### src/rtl/agg_pkg.sv
`default_nettype none
// ============================================================================
// Module      : agg_pkg
// Description : Shared constants and helper functions for stream_aggregator.
//               clamp_fetch() maps a run-time lane request onto 1..MAX and
//               thermo_mask() builds a lane-valid thermometer mask.
// Macros      : none
// Revision    : 1.0 - initial release
// ============================================================================
package agg_pkg;

    localparam int c_DEF_DATA_WIDTH      = 11;
    localparam int c_DEF_MAX_FETCH_WIDTH = 4;
    // Widest mask thermo_mask() can produce; callers slice their own width.
    localparam int c_MASK_MAX_W          = 32;

    // A request of 0 or anything above the maximum selects the maximum.
    function automatic int clamp_fetch(input int cfg, input int max_fetch);
        if ((cfg == 0) || (cfg > max_fetch)) begin
            return max_fetch;
        end
        return cfg;
    endfunction

    // Bits [n-1:0] set, everything above cleared.
    function automatic logic [c_MASK_MAX_W-1:0] thermo_mask(input int n);
        logic [c_MASK_MAX_W-1:0] m;
        m = '0;
        for (int i = 0; i < c_MASK_MAX_W; i++) begin
            m[i] = (i < n);
        end
        return m;
    endfunction

endpackage
`default_nettype wire

### src/rtl/agg_lane_buffer.sv
`default_nettype none
// ============================================================================
// Module      : agg_lane_buffer
// Description : Accumulator stage of the stream aggregator. Holds the partial
//               group, the lane counter and the group size latched at the
//               start of each group. Word k of a group lands in lane k.
// Macros      : none
// Revision    : 1.0 - initial release
// ============================================================================
module agg_lane_buffer
    import agg_pkg::*;
#(
    parameter int DATA_WIDTH      = c_DEF_DATA_WIDTH,
    parameter int MAX_FETCH_WIDTH = c_DEF_MAX_FETCH_WIDTH,
    parameter int CNT_W           = $clog2(MAX_FETCH_WIDTH + 1)
) (
    input  logic                                  clk,
    input  logic                                  rst,
    input  logic                                  i_wr,
    input  logic [DATA_WIDTH-1:0]                 i_word,
    input  logic [CNT_W-1:0]                      i_cfg_fetch,
    input  logic                                  i_clear,
    output logic [CNT_W-1:0]                      o_fetch,
    output logic [CNT_W-1:0]                      o_count,
    output logic [MAX_FETCH_WIDTH*DATA_WIDTH-1:0] o_acc,
    output logic [MAX_FETCH_WIDTH*DATA_WIDTH-1:0] o_group_data,
    output logic                                  o_last
);

    logic [CNT_W-1:0]                      r_count;
    logic [CNT_W-1:0]                      r_cur_fetch;
    logic [MAX_FETCH_WIDTH*DATA_WIDTH-1:0] r_acc;
    logic [MAX_FETCH_WIDTH*DATA_WIDTH-1:0] w_acc_wr;
    logic [CNT_W-1:0]                      w_fetch;
    logic                                  w_last;

    // Between groups the live configuration applies, so the first word of a
    // group already sees a new lane count; inside a group it is frozen.
    assign w_fetch = (r_count == '0) ? i_cfg_fetch : r_cur_fetch;
    assign w_last  = i_wr && (r_count == (w_fetch - CNT_W'(1)));

    // Lane-write demux: the incoming word is merged into lane r_count.
    always_comb begin
        w_acc_wr = r_acc;
        for (int i = 0; i < MAX_FETCH_WIDTH; i++) begin
            if (i_wr && (r_count == CNT_W'(i))) begin
                w_acc_wr[i*DATA_WIDTH +: DATA_WIDTH] = i_word;
            end
        end
    end

    // Accumulate words; wipe the buffer once its contents move to the output slot.
    always_ff @(posedge clk) begin
        if (rst) begin
            r_acc       <= '0;
            r_count     <= '0;
            r_cur_fetch <= i_cfg_fetch;
        end else begin
            r_cur_fetch <= w_fetch;
            if (w_last || i_clear) begin
                r_acc   <= '0;
                r_count <= '0;
            end else if (i_wr) begin
                r_acc   <= w_acc_wr;
                r_count <= r_count + CNT_W'(1);
            end
        end
    end

    assign o_fetch      = w_fetch;
    assign o_count      = r_count;
    assign o_acc        = r_acc;
    assign o_group_data = w_acc_wr;
    assign o_last       = w_last;

endmodule
`default_nettype wire

### src/rtl/stream_aggregator.sv
`default_nettype none
// ============================================================================
// Module      : stream_aggregator
// Description : Packs DATA_WIDTH words from a FIFO-style sender into words of
//               up to MAX_FETCH_WIDTH lanes with a thermometer lane mask.
//               Accumulator (agg_lane_buffer) feeds a one-entry output slot
//               that can drain and refill in the same cycle.
// Macros      : AGG_FLUSH_EN - enables the flush input, which emits a
//               partially filled group. Without it flush is ignored.
// Revision    : 1.0 - initial release
// ============================================================================
module stream_aggregator
    import agg_pkg::*;
#(
    parameter int DATA_WIDTH      = c_DEF_DATA_WIDTH,
    parameter int MAX_FETCH_WIDTH = c_DEF_MAX_FETCH_WIDTH,
    parameter int CNT_W           = $clog2(MAX_FETCH_WIDTH + 1)
) (
    input  logic                                  clk,
    input  logic                                  rst,
    input  logic [CNT_W-1:0]                      cfg_fetch_count,
    input  logic [DATA_WIDTH-1:0]                 sender_data,
    input  logic                                  sender_empty_n,
    output logic                                  sender_deq,
    output logic [MAX_FETCH_WIDTH*DATA_WIDTH-1:0] receiver_data,
    output logic [MAX_FETCH_WIDTH-1:0]            receiver_mask,
    input  logic                                  receiver_full_n,
    output logic                                  receiver_enq,
    input  logic                                  flush,
    output logic                                  busy
);

    localparam logic [1:0] c_S_IDLE       = 2'd0;
    localparam logic [1:0] c_S_ACCUM      = 2'd1;
    localparam logic [1:0] c_S_FLUSH_PEND = 2'd2;

    logic [1:0]                            r_state;
    logic [1:0]                            w_state_nxt;
    logic                                  r_out_valid;
    logic [MAX_FETCH_WIDTH*DATA_WIDTH-1:0] r_out_data;
    logic [MAX_FETCH_WIDTH-1:0]            r_out_mask;

    logic                                  w_slot_free;
    logic                                  w_deq;
    logic                                  w_enq;
    logic                                  w_last;
    logic                                  w_flush_pend;
    logic                                  w_flush_set;
    logic                                  w_flush_load;
    logic [CNT_W-1:0]                      w_cfg_clamped;
    logic [CNT_W-1:0]                      w_fetch;
    logic [CNT_W-1:0]                      w_count;
    logic [CNT_W-1:0]                      w_mask_n;
    logic [c_MASK_MAX_W-1:0]               w_mask_wide;
    logic [MAX_FETCH_WIDTH-1:0]            w_mask;
    logic [MAX_FETCH_WIDTH*DATA_WIDTH-1:0] w_acc;
    logic [MAX_FETCH_WIDTH*DATA_WIDTH-1:0] w_group_data;

    assign w_cfg_clamped = CNT_W'(clamp_fetch(int'(cfg_fetch_count), MAX_FETCH_WIDTH));

    // Handshakes: the slot frees up in the same cycle it is drained, so a
    // full-rate stream never sees a bubble.
    assign w_slot_free = !r_out_valid || receiver_full_n;
    assign w_deq       = !rst && sender_empty_n && w_slot_free && !w_flush_pend;
    assign w_enq       = !rst && r_out_valid && receiver_full_n;

`ifdef AGG_FLUSH_EN
    assign w_flush_pend = (r_state == c_S_FLUSH_PEND);
    // A flush that coincides with group completion is absorbed by that group.
    assign w_flush_set  = flush && ((w_count != '0) || w_deq) && !w_last && !w_flush_pend;
`else
    logic w_unused_flush;
    assign w_unused_flush = flush;
    assign w_flush_pend   = 1'b0;
    assign w_flush_set    = 1'b0;
`endif

    assign w_flush_load = w_flush_pend && w_slot_free;

    // Partial groups take the lane count reached so far, full groups the group size.
    assign w_mask_n    = w_flush_load ? w_count : w_fetch;
    assign w_mask_wide = thermo_mask(int'(w_mask_n));
    assign w_mask      = w_mask_wide[MAX_FETCH_WIDTH-1:0];

    generate
        if (MAX_FETCH_WIDTH < c_MASK_MAX_W) begin : g_mask_tail
            logic w_unused_mask_tail;
            assign w_unused_mask_tail = ^w_mask_wide[c_MASK_MAX_W-1:MAX_FETCH_WIDTH];
        end
    endgenerate

    agg_lane_buffer #(
        .DATA_WIDTH      (DATA_WIDTH),
        .MAX_FETCH_WIDTH (MAX_FETCH_WIDTH),
        .CNT_W           (CNT_W)
    ) u_lane_buffer (
        .clk          (clk),
        .rst          (rst),
        .i_wr         (w_deq),
        .i_word       (sender_data),
        .i_cfg_fetch  (w_cfg_clamped),
        .i_clear      (w_flush_load),
        .o_fetch      (w_fetch),
        .o_count      (w_count),
        .o_acc        (w_acc),
        .o_group_data (w_group_data),
        .o_last       (w_last)
    );

    // Group-level state: idle, accumulating, or waiting to push a partial group.
    always_comb begin
        w_state_nxt = r_state;
        case (r_state)
            c_S_IDLE, c_S_ACCUM: begin
                if (w_flush_set) begin
                    w_state_nxt = c_S_FLUSH_PEND;
                end else if (w_last) begin
                    w_state_nxt = c_S_IDLE;
                end else if (w_deq) begin
                    w_state_nxt = c_S_ACCUM;
                end
            end
            c_S_FLUSH_PEND: begin
                if (w_slot_free) begin
                    w_state_nxt = c_S_IDLE;
                end
            end
            default: w_state_nxt = c_S_IDLE;
        endcase
    end

    // State register for the group FSM.
    always_ff @(posedge clk) begin
        if (rst) begin
            r_state <= c_S_IDLE;
        end else begin
            r_state <= w_state_nxt;
        end
    end

    // Output slot: load a completed or flushed group, release it on enqueue.
    always_ff @(posedge clk) begin
        if (rst) begin
            r_out_valid <= 1'b0;
            r_out_data  <= '0;
            r_out_mask  <= '0;
        end else if (w_last) begin
            r_out_valid <= 1'b1;
            r_out_data  <= w_group_data;
            r_out_mask  <= w_mask;
        end else if (w_flush_load) begin
            r_out_valid <= 1'b1;
            r_out_data  <= w_acc;
            r_out_mask  <= w_mask;
        end else if (w_enq) begin
            r_out_valid <= 1'b0;
        end
    end

    assign sender_deq    = w_deq;
    assign receiver_enq  = w_enq;
    assign receiver_data = r_out_data;
    assign receiver_mask = r_out_mask;
    assign busy          = (w_count != '0) || r_out_valid || w_flush_pend;

endmodule
`default_nettype wire

### config.mk
export PLATFORM = sky130hd
export DESIGN_NAME = stream_aggregator
export DESIGN_NICKNAME = d
export VERILOG_FILES = /design/src/rtl/agg_pkg.sv /design/src/rtl/agg_lane_buffer.sv /design/src/rtl/stream_aggregator.sv
export SDC_FILE = /design/constraint.sdc
export NUM_CORES = 1
export LEC_CHECK = 0
export ABC_AREA = 1
export CAP_MARGIN = 5
export CORE_ASPECT_RATIO = 1.4
export CORE_MARGIN = 2
export CORE_UTILIZATION = 53
export CTS_CLUSTER_DIAMETER = 100
export DETAILED_ROUTE_END_ITERATION = 8
export PLACE_DENSITY = 0.82
export SLEW_MARGIN = 20
export SYNTH_ARGS = -nofsm -noshare
export SYNTH_HDL_FRONTEND = slang
export SYNTH_SLANG_ARGS = --single-unit
### constraint.sdc
create_clock -name clk -period 2.8 [get_ports clk]
set_input_delay 0.84 -clock clk [delete_from_list [all_inputs] [get_ports clk]]
set_output_delay 0.84 -clock clk [all_outputs]
set_load 0.01 [all_outputs]
---- Word-level counts from Yosys, hierarchy flattened ----
Index checks and enable logic that the tools add are counted.
storage, ports and cells
  register bits after elaboration ......... 99
  latch bits .............................. 0
  RAM bits ................................ 0
  ROM bits ................................ 0
  bits of input ports ..................... 19
  output and inout bits ................... 51
  word-level logic and storage cells ...... 47
  memories ................................ 0
cells by class
  add/subtract/negate cells ............... 2
  $mul .................................... 0
  div/mod/pow operators ................... 0
  $lt $le $gt $ge ......................... 5
  eq/ne operators ......................... 4
  shift-type cells ........................ 0
  mux-type cells .......................... 11
  bitwise gates (word level) .............. 0
  reduce and logical (&&, ||, !) cells .... 19
operators with widths
  operator                                                                     count
  11-bit 2-to-1 mux                                                            4
  3-bit 2-to-1 mux                                                             4
  1-bit logical AND                                                            9
  3-bit by 2-bit equality test with 1-bit output, second input constant        2
  3-bit zero test                                                              2
  1-bit by 3-bit less-than comparator with 1-bit output, first input constant  2
  2-bit by 3-bit less-than comparator with 1-bit output, first input constant  2
  3-bit by 1-bit adder with 3-bit output, second input constant                1
  3-bit by 1-bit equality test with 1-bit output, second input constant        1
  3-bit equality test                                                          1
  3-bit greater-than comparator, second input constant                         1
  1-bit logical OR                                                             3
  1-bit 2-to-1 mux                                                             3
  3-bit nonzero test                                                           1
  3-bit by 1-bit subtractor with 3-bit output, second input constant           1
  1-bit zero test                                                              2
  2-bit nonzero test                                                           1
  2-bit OR reduction                                                           1

---- Longest topological paths before layout ----
  word-level depth ........................ 9
  depth in mapped cells ................... 15
  mapped depth without buffers ............ 14

---- Modules after synthesis ----
A second synthesis with hierarchy kept.
second synthesis, totals
  cell total of the unflattened synthesis .. 585
  area total of the unflattened synthesis .. 4215.3 µm²
by module, submodules not included
  module             instances  cells each  area an instance (µm²)  sequential area each (µm²)
  agg_lane_buffer    1          354         2353.5                  1001.0
  stream_aggregator  1          231         1861.8                  980.9

---- Least setup slack after synthesis ----
Ideal clock, no wire load.
  path kind ............................... input -> register
  start ................................... in cfg_fetch_count[0]
  end ..................................... reg r_out_data[11], in the netlist receiver_data[11]
  setup time .............................. 0.113 ns
  data arrival time ....................... 2.462 ns
  required time ........................... 2.687 ns
  slack ................................... 0.225 ns
  stages .................................. 14
  buffers on the path ..................... 2
  cell sequence ........................... or2_2 -> ha_1 -> inv_1 -> nand2_1 -> nand2_1 -> nand3_1 -> nand3_1 -> nand2_1 -> nor2_2 -> buf_4 -> buf_2 -> nand3_1 -> nand2_1 -> nor2_1
between the ends
  word-level cells in the longest chain between the ends .. 8
  elaborated cells on any way between the ends .. 10
  those cells by class .................... 1 x add/sub; 1 x order compare; 1 x eq/ne; 4 x mux; 3 x reduce/logical
ends and longest elaborated chain
  what                                                              line                      source
  from (decl)                                                       stream_aggregator.sv:21   input logic [CNT_W-1:0] cfg_fetch_count,
  3-bit greater-than comparator or 3-bit zero test (tied branches)  agg_pkg.sv:19             if ((cfg == 0) || (cfg > max_fetch)) begin
  1-bit logical OR                                                  agg_pkg.sv:19
  1-bit 2-to-1 mux or 3-bit 2-to-1 mux (tied branches)              agg_pkg.sv:19
  3-bit 2-to-1 mux (*)                                              agg_pkg.sv:22             return cfg;
  3-bit 2-to-1 mux (*)                                              agg_lane_buffer.sv:39     assign w_fetch = (r_count == '0) ? i_cfg_fetch : r_cur_fetch;
  3-bit by 1-bit subtractor with 3-bit output (*)                   agg_lane_buffer.sv:40     assign w_last = i_wr && (r_count == (w_fetch - CNT_W'(1)));
  3-bit equality test (*)                                           agg_lane_buffer.sv:40
  1-bit logical AND (*)                                             agg_lane_buffer.sv:40
  to (signal assigned)                                              stream_aggregator.sv:149  r_out_data <= w_group_data;
  to (signal assigned)                                              stream_aggregator.sv:153  r_out_data <= w_acc;
  to (decl)                                                         stream_aggregator.sv:40   logic [MAX_FETCH_WIDTH*DATA_WIDTH-1:0] r_out_data;
Mark *: on every way between the ends. The rest lies on a longest branch, timed or not.
A chain may end at the register's enable or synchronous reset.

---- Worst setup path in the final report ----
  start ................................... reg u_lane_buffer.r_count[1], in the netlist u_lane_buffer.o_count[1]
  end ..................................... out busy
between the ends
  word-level cells in the longest chain between the ends .. 2
ends and longest elaborated chain
  what                    line                      source
  from (decl)             agg_lane_buffer.sv:30     logic [CNT_W-1:0] r_count;
  from (signal assigned)  agg_lane_buffer.sv:65     r_count <= r_count + CNT_W'(1);
  3-bit nonzero test      stream_aggregator.sv:164  assign busy = (w_count != '0) || r_out_valid || w_flush_pend;
  1-bit logical OR        stream_aggregator.sv:164
  to (decl)               stream_aggregator.sv:30   output logic busy
No other way between the ends.

==> out/results.txt <==
Worst path top cell family by delay - buffers and inverters
Data arrival, critical path - 1.84 ns
Relative slew slack - 62.22%
Die X - 79.04 um
WL met3 - 554 um
Critical path, cell by cell - inv_1 > ha_4 > inv_1 > nor2_4 > nand2_1 > clkdlybuf4s50_1
Combinational Power Share - 23.9%
Num CTS Buffers - 9
Synth Register Bits - 99
GRT Overall Usage - 23.54%
Setup violators final - 0
IO Pins - 70
Area taken by multi-input logic gates - 1852 um2
Skew final - 0.01003 ns
Crit path time final - 2.676 ns
Count of final hold-check violations - 0
CP max-delay cell - clkdlybuf4s50_1
Avg WL per Cell - 13.83 um
Routed wl met2 - 5527 um
Yosys warns - 0
Top routing layer used - met4
P&R area growth vs syn - 32.61%
CP Data Required Time - 1.96 ns
Number of global-route vias before repair - 3,707
Starting Density - 54.24%
DRC - 0
Via-to-Cell Ratio - 5.168
Syn Nets - 622
H-tree depth - 3
Met1 WL - 4349 um
Fill count - 597
Via count - 4,052
Most common cell after layout, fill and taps aside - nor2_1
Peak VDD IR - 0.3577 mV
HPWL Detailed - 6646 um
Sum Neg Setup Slack - 0 ns
Actual slew at the worst max-slew pin - 0.5666 ns
DIE AREA - 8619 um2
RSZ-0062 raised after global routing - no
Clk root buf - clkbuf_8
CTS tree - built
Register area - 1984 um2
Starting DRT DRC Count - 306
Placed cells - 760
Share of layout cells above drive strength 1 - 11.26%
Synth Cell Area - 4178 um2
Avg Inst Size Synth - 6.998 um2
PwrDens - 545.0 nW/um2
First-pass GRT wire length - 15,770 um
Final WL - 10,850 um
Clk_lat worst skew - 0.37 ns
Antenna violations before repair - 0
Total power - 3020 uW
Crit-path most repeated cell - inv_1
Commonest non-fill, non-tap cells in the layout - 145 x nor2_1, 124 x nand2_1, 97 x dfxtp_1
Gr ovfl total - 0
Netlist cell types - 20
Crit start category - flop
Top FF cell, synth - dfxtp_1
Tcrit/Tclk final - 95.58%
Sequential power share - 50.2%
Max Slew Vio Count - 0
P_sw - 878.1 uW
Crit path largest cell delay - 0.48 ns
Achievable Freq - 373.7 MHz
Fin nets - 707
CTS sink cnt - 99
Hold-fix buffers at CTS - 0
CP Capture Type - output port
Switching share of total power - 29.08%
Async SR Flop Fraction - 0%
Hold Crit Class - reg -> reg
Antenna diodes - 0
Max_cap viols - 0
IO Port Bufs - 68
Clock power frac - 25.9%
Longest Clk Path Bufs - 2
Floorplan die height - 109.1 um
Status - finished, final reports clean
Core area - 7702 um2
Antenna-violating nets left - 0
Buf+Inv Stages, Crit Path - 3
Leakage - 0.002476 uW
Cells after Synth - 597
Worst-path fanout max - 5
Clock Pin Slew Worst Setup and Hold Paths - 0.08 ns
Final Util - 71.93%
Setup CP Type - reg -> out
P_int - 2142 uW
WHS - 0.4816 ns
# rows - 38
Number of flops mapped to enable cells by yosys - 0
Initial DRT Pass Iterations - 8
Largest net degree at the start of global routing - 52
RD Place Congestion - 0.8309
Non-filler cells, final - 784
Seq/Total Area, Yosys - 47.44%
[layout make-up]
cell class | instances | area share [%]
Clock buffer | 13 | 2.687
Inverter | 61 | 4.133
Multi-Input combinational cell | 404 | 33.42
Sequential cell | 99 | 35.82
Tap cell | 100 | 2.258
Timing Repair Buffer | 107 | 21.68
[cell families (layout without fill, tap and decap cells)]
logic type | Yosys count | after routing | share of synthesized area, %
AO/OA/AOI/OAI | 52 | 52 | 6.229
adder cells (fa/ha/maj) | 6 | 6 | 1.797
buffers and inverters | 94 | 181 | 10.87
flip-flops | 99 | 99 | 47.44
AND/OR/NAND/NOR | 346 | 346 | 33.66
[Yosys cell counts (6+ instances only)]
library cell,count,area share [%]
nor2_1,146,13
nand2_1,129,12
dfxtp_1,99,47
nand3_1,61,7.3
inv_1,59,5.3
o21ai_0,44,5.3
buf_6,11,3.0
clkbuf_1,9,0.81
buf_2,6,0.72
ha_1,6,1.8
[worst paths after layout]
path / start / end / slack [ns] / cells after the start
worst max register to register: u_lane_buffer.o_count[1] / receiver_data[37] / 0.64 / 14
worst min-delay path: receiver_data[22] / receiver_data[22] / 0.48 / 2
worst min register to register: receiver_data[22] / receiver_data[22] / 0.48 / 2
worst max-delay path: u_lane_buffer.o_count[1] / busy / 0.12 / 6
[worst register-to-register path, cell delays in order (launching register included)]
cell	delay, ns
dfxtp_2	0.36
inv_1	0.15
ha_4	0.18
inv_1	0.06
nor2_4	0.16
nand2_2	0.11
nand3_1	0.09
nand2_1	0.05
inv_1	0.07
nand2_1	0.10
nor2_4	0.23
buf_4	0.25
nand3_1	0.12
nand2_1	0.08
nor2_1	0.06
[routing by layer]
layer	global-route usage, %	vias to the layer above
met5	0	-
met4	15.89	0
met3	4.719	31
met2	40.44	127
met1	26.05	1894
li1	-	2000
[per-stage QoR]
step	setup slack, ns	cell area (um2)
floorplan	0.2249	4178
global placement	-0.3874	5064
detailed placement	-0.4407	5064
CTS	-0.02866	5224
global route	0.006912	5540
finish	0.1238	5540
[sequential cells by signal (all words and copies together), names as in the netlist]
name,cells
u_lane_buffer.o_acc,44
receiver_mask,4
receiver_data,44
r_out_valid,1
u_lane_buffer.r_cur_fetch,3
u_lane_buffer.o_count,3
[repair_timing]
action	CTS	global route
endpoints found under the setup margin	85	97
gates cloned	0	7
gates resized for setup	6	33
pin swaps	0	9
buffers inserted	0	4
[power groups by stage]
| stage | Clock, uW | Combinational, uW | Sequential [uW] |
|---|---|---|---|
| 6_report | 782 | 723 | 1510 |
| 5_1_grt | 836 | 787 | 1520 |
| 4_1_cts | 795 | 627 | 1510 |
| 3_5_place_dp | 0 | 620 | 1550 |
| 3_3_place_gp | 0 | 605 | 1540 |
| 2_1_floorplan | 0 | 370 | 1560 |
Power figures use the tool's default switching activity.
